### src/rtl/flash_insn_fetch.sv
// rtl/flash_insn_fetch.sv - instruction fetch from byte-wide parallel flash with one-word prefetch
// A word is assembled beat by beat; after each response the next sequential word is prefetched.
module flash_insn_fetch #(
  parameter int ADDR_W      = 16,
  parameter int WORD_BYTES  = 2,
  parameter int WAIT_STATES = 1,
  parameter int FL_ADDR_W   = 22,
  parameter int BASE        = 0,
  parameter int PREFETCH    = 1
) (
  input  logic                    clk,
  input  logic                    rst,
  input  logic                    req_valid,
  input  logic [ADDR_W-1:0]       req_addr,
  output logic                    req_ready,
  output logic                    rsp_valid,
  output logic [8*WORD_BYTES-1:0] rsp_data,
  output logic                    hit,
  output logic [FL_ADDR_W-1:0]    fl_addr,
  input  logic [7:0]              fl_dq,
  output logic                    fl_ce_n,
  output logic                    fl_oe_n,
  output logic                    busy
);

  localparam int DW     = 8 * WORD_BYTES;
  localparam int WAIT_W = (WAIT_STATES > 0) ? $clog2(WAIT_STATES + 1) : 1;
  localparam int BEAT_W = (WORD_BYTES > 1) ? $clog2(WORD_BYTES) : 1;

  typedef enum logic [1:0] {IDLE, FETCH, DONE, SPEC} state_t;

  state_t                r_state;
  logic [WAIT_W-1:0]     r_wait;
  logic [BEAT_W-1:0]     r_beat;
  logic [ADDR_W-1:0]     r_cur;
  logic [ADDR_W-1:0]     r_pf_addr;
  logic [DW-1:0]         r_buf;
  logic [DW-1:0]         r_pf_data;
  logic [DW-1:0]         r_rsp_data;
  logic                  r_pf_valid;
  logic                  r_rsp_valid;
  logic                  r_hit;
  logic                  r_is_hit;
  logic [FL_ADDR_W-1:0]  r_fl_addr;

  logic [DW-1:0]         w_word;
  logic                  w_cap;
  logic                  w_last;
  logic                  w_hit;
  logic [ADDR_W-1:0]     w_next;

  function automatic logic [FL_ADDR_W-1:0] byte_addr(input logic [ADDR_W-1:0] a);
    return FL_ADDR_W'(BASE) + FL_ADDR_W'(a) * FL_ADDR_W'(WORD_BYTES);
  endfunction

  // Current buffer with the byte being captured this cycle merged in.
  always_comb begin
    w_word = r_buf;
    for (int b = 0; b < WORD_BYTES; b++) begin
      if (r_beat == BEAT_W'(b)) w_word[8*b +: 8] = fl_dq;
    end
  end

  assign w_cap  = (r_wait == WAIT_W'(WAIT_STATES));
  assign w_last = w_cap && (r_beat == BEAT_W'(WORD_BYTES - 1));
  assign w_hit  = (PREFETCH != 0) && r_pf_valid && (req_addr == r_pf_addr);
  assign w_next = r_cur + ADDR_W'(1);

  always_ff @(posedge clk or posedge rst) begin
    if (rst) begin
      r_state     <= IDLE;
      r_wait      <= '0;
      r_beat      <= '0;
      r_cur       <= '0;
      r_pf_addr   <= '0;
      r_buf       <= '0;
      r_pf_data   <= '0;
      r_rsp_data  <= '0;
      r_pf_valid  <= 1'b0;
      r_rsp_valid <= 1'b0;
      r_hit       <= 1'b0;
      r_is_hit    <= 1'b0;
      r_fl_addr   <= '0;
    end else begin
      r_rsp_valid <= 1'b0;
      r_hit       <= 1'b0;
      if (r_state == FETCH || r_state == SPEC) begin
        if (w_cap) begin
          r_buf  <= w_word;
          r_wait <= '0;
          if (!w_last) begin
            r_beat    <= r_beat + BEAT_W'(1);
            r_fl_addr <= r_fl_addr + FL_ADDR_W'(1);
          end
        end else begin
          r_wait <= r_wait + WAIT_W'(1);
        end
      end
      case (r_state)
        IDLE: if (req_valid) begin
          r_cur <= req_addr;
          if (w_hit) begin
            r_is_hit <= 1'b1;
            r_state  <= DONE;
          end else begin
            r_is_hit   <= 1'b0;
            r_pf_valid <= 1'b0;
            r_fl_addr  <= byte_addr(req_addr);
            r_wait     <= '0;
            r_beat     <= '0;
            r_state    <= FETCH;
          end
        end
        FETCH: if (w_last) r_state <= DONE;
        DONE: begin
          r_rsp_valid <= 1'b1;
          r_hit       <= r_is_hit;
          r_rsp_data  <= r_is_hit ? r_pf_data : r_buf;
          if (PREFETCH != 0) begin
            r_cur      <= w_next;
            r_pf_valid <= 1'b0;
            r_fl_addr  <= byte_addr(w_next);
            r_wait     <= '0;
            r_beat     <= '0;
            r_state    <= SPEC;
          end else begin
            r_state <= IDLE;
          end
        end
        SPEC: begin
          if (req_valid && req_addr != r_cur) begin
            r_cur     <= req_addr;
            r_is_hit  <= 1'b0;
            r_fl_addr <= byte_addr(req_addr);
            r_wait    <= '0;
            r_beat    <= '0;
            r_state   <= FETCH;
          end else if (req_valid) begin
            // Demand for the word already in flight: keep beat progress.
            r_is_hit <= 1'b0;
            r_state  <= w_last ? DONE : FETCH;
          end else if (w_last) begin
            r_pf_data  <= w_word;
            r_pf_addr  <= r_cur;
            r_pf_valid <= 1'b1;
            r_state    <= IDLE;
          end
        end
        default: r_state <= IDLE;
      endcase
    end
  end

  assign req_ready = (r_state == IDLE) || (r_state == SPEC);
  assign busy      = (r_state != IDLE);
  assign fl_ce_n   = !((r_state == FETCH) || (r_state == SPEC));
  assign fl_oe_n   = fl_ce_n;
  assign rsp_valid = r_rsp_valid;
  assign rsp_data  = r_rsp_data;
  assign hit       = r_hit;
  assign fl_addr   = r_fl_addr;

endmodule

### config.mk
export PLATFORM = sky130hd
export DESIGN_NAME = flash_insn_fetch
export DESIGN_NICKNAME = d
export VERILOG_FILES = /design/src/rtl/flash_insn_fetch.sv
export SDC_FILE = /design/constraint.sdc
export NUM_CORES = 1
export LEC_CHECK = 0
export ABC_AREA = 1
export BUFFER_PORTS_ARGS = -buffer_cell sky130_fd_sc_hd__buf_4
export CELL_PAD_IN_SITES_DETAIL_PLACEMENT = 1
export CELL_PAD_IN_SITES_GLOBAL_PLACEMENT = 1
export CORE_MARGIN = 5
export CORE_UTILIZATION = 46
export DETAILED_ROUTE_END_ITERATION = 10
export GPL_TIMING_DRIVEN = 0
export PLACE_DENSITY_LB_ADDON = 0.1
export SYNTH_ARGS = -nofsm -noshare
export SYNTH_HDL_FRONTEND = slang
export SYNTH_SLANG_ARGS = --single-unit
export TNS_END_PERCENT = 10
### constraint.sdc
create_clock -name clk -period 7.6 [get_ports clk]
set_clock_uncertainty 0.1 [all_clocks]
set_input_delay 1.14 -clock clk [delete_from_list [all_inputs] [get_ports clk]]
set_output_delay 1.14 -clock clk [all_outputs]
set_load 0.02 [all_outputs]
==> results.py, run 1 <==
metrics = {
    "global_route": {
        "grt_max_degree": 77,
        "grt_pass1_wl_um": 31700,
        "grt_usage_pct": 24.6,
        "grt_pass1_vias": 6156,
        "grt.overflow.total": 0,
        "antenna_found_initial": 0,
    },
    "floorplan": {
        "die_x_um": 128,
        "dieHeight_um": 128,
        "rows": 43,
        "ioPinCount": 71,
        "die_area_um2": 16300,
        "start_util_pct": 46.4,
        "core-area_um2": 13700,
    },
    "power_and_ir_drop": {
        "pwr-share-seq_pct": 32.6,
        "leakagePower_uw": 0.00396,
        "internal_power_uw": 1640,
        "peakVddDrop_v": 0.000223,
        "clockPowerShare_pct": 18.4,
        "p_per_area_nw_per_um2": 401,
        "switching_share_pct": 45.5,
        "p_sw_uw": 1370,
        "p_comb_share_pct": 49.0,
    },
    "clocking": {
        "clk_path_buf_depth": 2,
        "numCtsBuffers": 9,
        "cts-root-buf": "clkbuf_16",
        "clock_sinks": 110,
        "clock_latency_ns": 0.36,
        "clk_pin_slew_ns": 0.07,
        "cts_resized": 0,
        "tritoncts": "built",
        "cts_max_level": 3,
        "cts_hold_buf": 0,
        "post_cts_buffers": 0,
    },
    "route": {
        "drc": 0,
        "ant_nets": 0,
        "drtIter0Drc": 388,
        "num_vias": 6087,
        "drt-total-wl_um": 19600,
        "first_pass_iters": 5,
        "via_per_inst": 5.13,
        "wl_per_cell_um": 16.5,
    },
    "synth": {
        "synth_area_per_cell_um2": 6.92,
        "async_reset_ff_share_pct": 100,
        "ys_seq_elements": 110,
        "yosysWarningCount": 0,
        "syn_nets": 955,
        "synth_edf_count": 0,
        "netlist_area_um2": 6370,
        "syn-instance-count": 920,
        "synthFlopType": "dfrtp_1",
        "synth-seq-area-share_pct": 43.2,
        "yosysUniqueCellTypes": 37,
    },
    "sta": {
        "slew_headroom_pct": 55.6,
        "worst_pin_slew_ns": 0.667,
        "min_period_over_period_pct": 38.3,
        "rsz0062_at_grt": "false",
        "final_hold_viol_count": 0,
        "timing.hold.ws_ns": 0.385,
        "min_period_ns": 2.91,
        "drv_slew": 0,
        "tns_ns": 0,
        "setup-violations-final": 0,
        "max_freq_ghz": 0.343,
    },
    "place": {
        "gp_congestion": 0.889,
        "portBuffers": 69,
        "dp_hpwl_um": 14500,
    },
    "min_path": {
        "worstHoldPathType": "reg -> reg",
        "min_from": "r_pf_data[6]$_DFFE_PP0P_",
    },
    "setup_path": {
        "cp_max_fo": 8,
        "critPathLaunch": "r_state[0]$_DFFE_PP0P_",
        "worstSetupPathType": "reg -> out",
        "startpoint_type": "flop",
        "end_kind": "output pin",
        "crit_required_ns": 6.36,
        "r2r-start": "r_state[0]$_DFFE_PP0P_",
        "cp.arrival_ns": 1.67,
    },
    "run": {
        "cap_violations": 0,
    },
    "outcome": {
        "status": "completed",
    },
    "finish": {
        "fillCellCount": 1843,
        "finalNetCount": 1036,
        "layout-drive-gt1-share_pct": 12.3,
        "area_delta_synth_final_pct": 17.6,
        "diodes": 0,
    },
}
## kinds of logic (layout without fill, tap and decap cells)
| family | Yosys count | after routing | share of synthesized area [%] |
|---|---|---|---|
| compound gates | 131 | 131 | 11.3 |
| xor+xnor | 19 | 19 | 2.61 |
| fa+ha+maj | 8 | 8 | 1.57 |
| buf+inv | 149 | 235 | 9.66 |
| flops | 110 | 110 | 43.2 |
| simple gates | 503 | 503 | 31.6 |
## sequential cells by signal, summed over array words and instances (netlist names), 2 cells and up
| name | cells |
|---|---|
| r_cur | 16 |
| rsp_data | 16 |
| fl_addr | 22 |
| r_buf | 16 |
| r_pf_data | 16 |
| r_state | 2 |
| r_pf_addr | 16 |
## critical path: stages, from the launching register on
cell,delay [ns]
dfrtp_1,0.45
ha_1,0.24
buf_6,0.14
nor2_4,0.22
buf_4,0.15
buf_4,0.12
## area by class of cell
cell class / instances / area, µm² / area share [%]
plain buffers: 32 / 176 / 2.35
clock buffers: 9 / 225 / 3.01
clock inverters: 7 / 121 / 1.62
inverters: 117 / 444 / 5.93
multi-input cells: 661 / 3000 / 40.1
flip-flops and latches: 110 / 2750 / 36.7
well taps: 180 / 225 / 3.01
repair buffers: 70 / 546 / 7.28
## synthesized netlist by cell type, types with 2 or more instances
library cell / count / share of area, %
nor3_1: 16 / 1.3
o21a_1: 3 / 0.35
clkinv_1: 2 / 0.12
ha_1: 8 / 1.6
buf_2: 3 / 0.24
o211ai_1: 3 / 0.35
nand2_2: 3 / 0.29
nand2_1: 345 / 20
clkbuf_1: 18 / 1.1
xnor2_1: 3 / 0.41
nor2_4: 2 / 0.35
nand4_1: 7 / 0.69
buf_1: 3 / 0.18
xor2_1: 16 / 2.2
inv_1: 111 / 6.5
or2_2: 2 / 0.20
dfrtp_1: 110 / 43
o21ai_2: 10 / 1.4
a21oi_1: 30 / 2.4
buf_6: 4 / 0.71
o21ai_0: 79 / 6.2
buf_4: 3 / 0.35
nor2_2: 2 / 0.20
nor2_1: 99 / 5.8
inv_2: 4 / 0.24
nand3_1: 23 / 1.8
## per-layer routing
layer  track usage [%]  vias up  wire length [µm]
met5                 0        -                 0
met4              3.75        0               179
met3              4.13       16               840
met2              40.5      119              9220
met1              35.0     2947              9330
li1                  -     3005                 -
## power by group through the flow
stage | logic (µW) | registers, µW | clock network (µW)
3_3_place_gp | 1410 | 982 | 0
3_5_place_dp | 1460 | 990 | 0
6_report | 1470 | 980 | 553
5_1_grt | 1630 | 1010 | 587
4_1_cts | 1470 | 979 | 563
2_1_floorplan | 879 | 1050 | 0
## per-stage QoR
step                util, %  cell area (µm²)  std cells  total power, µW  worst slack (ns)
global placement       51.8             7110       1169             2400              1.97
floorplan                 -             6370        920             1930              3.46
detailed placement     52.1             7150       1170             2450              4.64
global route           54.6             7490       1186             3230              4.60
CTS                    54.6             7490       1186             3020              4.67
finish                 54.6             7490       1186             3000              4.69
## cell usage in the layout (no fill, tap or decap), types with 2 or more instances in the layout
master	n
clkbuf_1	18
clkbuf_16	9
nor2_2	2
xnor2_1	3
clkinvlp_4	2
buf_6	4
o21a_1	3
o211ai_1	3
o21ai_0	79
buf_1	3
a21oi_1	30
nand2_1	345
nor2_4	2
or2_2	2
inv_2	4
nor3_1	16
nor2_1	99
buf_4	72
dfrtp_1	110
o21ai_2	10
nand4_1	7
nand2_2	3
xor2_1	16
clkinv_1	2
inv_1	110
ha_1	8
buf_2	3
bufinv_16	3
nand3_1	23
## final timing paths
check	to	slack (ns)	cells after the start
worst max-delay path	fl_oe_n	4.69	5
min in group asynchronous	r_pf_data[1]$_DFFE_PP0P_	0.67	2
worst min register to register	r_pf_data[6]$_DFFE_PP0P_	0.38	2
worst max register to register	fl_addr[12]$_DFF_PP0_	5.06	8
max in group asynchronous	fl_addr[11]$_DFF_PP0_	6.03	3
worst min-delay path	r_pf_data[6]$_DFFE_PP0P_	0.38	2
Power figures use the tool's default switching activity.
==> run 2, diff against run 1 <==
--- a/config.mk
+++ b/config.mk
@@ -10,7 +10,7 @@
 export CELL_PAD_IN_SITES_DETAIL_PLACEMENT = 1
 export CELL_PAD_IN_SITES_GLOBAL_PLACEMENT = 1
 export CORE_MARGIN = 5
-export CORE_UTILIZATION = 46
+export CORE_UTILIZATION = 43
 export DETAILED_ROUTE_END_ITERATION = 10
 export GPL_TIMING_DRIVEN = 0
 export PLACE_DENSITY_LB_ADDON = 0.1
==> constraint.sdc (replaced) <==
create_clock -name clk -period 2.9 [get_ports clk]
set_clock_uncertainty 0.1 [all_clocks]
set_input_delay 0.435 -clock clk [delete_from_list [all_inputs] [get_ports clk]]
set_output_delay 0.435 -clock clk [all_outputs]
set_load 0.02 [all_outputs]
==> run 2 against run 1 <==
  * Register-to-register slack got worse by 4.8 ns
  * Worst hold slack got worse by 0.26 ns
  * Final area decreased by 0.35%
  * Non-clock buffer count increased by 1
  * First-iteration DRC count decreased by 14%
  * Global-route usage decreased by 1.6 points
  * Utilization decreased by 3.2 points
  * Combinational power increased to 2.6 times the previous value
  * Clock power increased by 140%
  * Sequential share of layout area increased by 0.13 points
  * Sequential power increased to 2.6 times the previous value
  * Cell count increased by 0.34%
  * Largest power group unchanged
==> results.py, run 2 (synthesis gave the netlist of run 1 again) <==
metrics = {
    "outcome": {
        "status": "completed",
    },
    "setup_path": {
        "worstSetupPathType": "reg -> reg",
        "crit_required_ns": 3.10,
        "r2r-start": "r_state[0]$_DFFE_PP0P_",
        "cp.arrival_ns": 2.80,
        "end_kind": "flop",
        "r2r_slack_ns": 0.30,
        "cp_max_fo": 10,
        "r2r_cells": 8,
        "r2r_end": "fl_addr[12]$_DFF_PP0_",
        "startpoint_type": "flop",
    },
    "route": {
        "num_vias": 6077,
        "first_pass_iters": 4,
        "wl_per_cell_um": 16.6,
        "drc": 0,
        "ant_nets": 0,
        "via_per_inst": 5.11,
        "drt-total-wl_um": 19800,
        "drtIter0Drc": 334,
    },
    "finish": {
        "finalNetCount": 1037,
        "ff_latch_area_um2": 2750,
        "largest_register_ffs": 22,
        "diodes": 0,
        "fin_util_pct": 51.4,
        "final_cell_mix": "345 x nand2_1, 110 x inv_1, 110 x dfrtp_1",
        "instances_no_fill": 1190,
        "area_delta_synth_final_pct": 17.2,
        "layout-drive-gt1-share_pct": 12.3,
        "fillCellCount": 1942,
        "mostFrequentLayoutCell": "nand2_1",
        "multi_input_area_um2": 3000,
    },
    "sta": {
        "slew_headroom_pct": 44.2,
        "timing.hold.ws_ns": 0.127,
        "rsz0062_at_grt": "false",
        "final_hold_viol_count": 0,
        "tns_ns": 0,
        "min_period_ns": 2.60,
        "drv_slew": 0,
        "max_freq_ghz": 0.384,
        "setup-violations-final": 0,
        "worst_pin_slew_ns": 0.835,
        "min_period_over_period_pct": 89.7,
    },
    "clocking": {
        "cts-root-buf": "clkbuf_16",
        "clock_latency_ns": 0.36,
        "cts_max_level": 3,
        "clock_sinks": 110,
        "clk_path_buf_depth": 2,
        "tritoncts": "built",
        "cts_resized": 0,
        "numCtsBuffers": 9,
        "post_cts_buffers": 0,
        "clk_pin_slew_ns": 0.08,
        "cts_hold_buf": 0,
    },
    "floorplan": {
        "core-area_um2": 14500,
        "dieHeight_um": 132,
        "die_area_um2": 17300,
        "start_util_pct": 43.8,
        "rows": 44,
        "die_x_um": 132,
        "ioPinCount": 71,
    },
    "global_route": {
        "grt_max_degree": 39,
        "grt.overflow.total": 0,
        "grt_pass1_vias": 6179,
        "grt_pass1_wl_um": 32500,
        "grt_usage_pct": 23.0,
        "antenna_found_initial": 0,
    },
    "power_and_ir_drop": {
        "leakagePower_uw": 0.00395,
        "power.total_uw": 7750,
        "peakVddDrop_v": 0.000441,
        "p_per_area_nw_per_um2": 1040,
    },
    "min_path": {
        "worstHoldPathType": "in -> async",
    },
    "place": {
        "dp_hpwl_um": 14800,
        "portBuffers": 69,
        "placed_cells": 1175,
        "gp_congestion": 0.854,
    },
    "run": {
        "cap_violations": 0,
    },
}
==> run 2: power breakdown <==
part,internal [µW],switching [µW],leakage [µW]
Sequential,2110,460,0.00141
Combinational,1320,2530,0.00239
Clock,702,622,0.000150
Total,4140,3610,0.00395
==> run 2: critical path, cell delays in order, from the launching register on <==
cell,delay [ns]
dfrtp_1,0.46
inv_1,0.11
ha_1,0.22
clkbuf_1,0.48
buf_1,0.60
o211ai_1,0.23
nand2_1,0.20
nand2_1,0.07
nand2_1,0.06
==> run 2: cell type report <==
type | count | share of cell area [%]
Clock buffer | 10 | 3.20
Timing Repair Buffer | 71 | 7.47
Buffer | 32 | 2.36
Tap cell | 184 | 3.08
Clock inverter | 5 | 0.871
Sequential cell | 110 | 36.9
Multi-Input combinational cell | 661 | 40.2
Inverter | 117 | 5.93
==> run 2: layer usage <==
metal | GRT usage, % | routed length (µm)
met2 | 36.7 | 9040
met3 | 2.71 | 553
met4 | 6.91 | 380
met5 | 0 | 0
met1 | 32.8 | 9830
==> run 2: stage by stage <==
| stage | area (µm²) | setup slack [ns] |
|---|---|---|
| finish | 7470 | 0.297 |
| global route | 7470 | 0.148 |
| CTS | 7470 | 0.313 |
| detailed placement | 7160 | 0.335 |
| global placement | 7120 | 0.137 |
| floorplan | 6370 | 0.969 |
==> run 2: how the worst max path moves through the flow <==
stage,start,end,depth (start not counted)
after global placement,rst,fl_addr[7]$_DFF_PP0_,2
final,r_state[0]$_DFFE_PP0P_,fl_addr[12]$_DFF_PP0_,8
after detailed placement,r_state[0]$_DFFE_PP0P_,fl_addr[12]$_DFF_PP0_,8
after CTS,r_state[0]$_DFFE_PP0P_,fl_addr[14]$_DFF_PP0_,8
after floorplan,r_state[0]$_DFFE_PP0P_,fl_addr[9]$_DFF_PP0_,9
after global routing,r_state[0]$_DFFE_PP0P_,fl_addr[12]$_DFF_PP0_,8
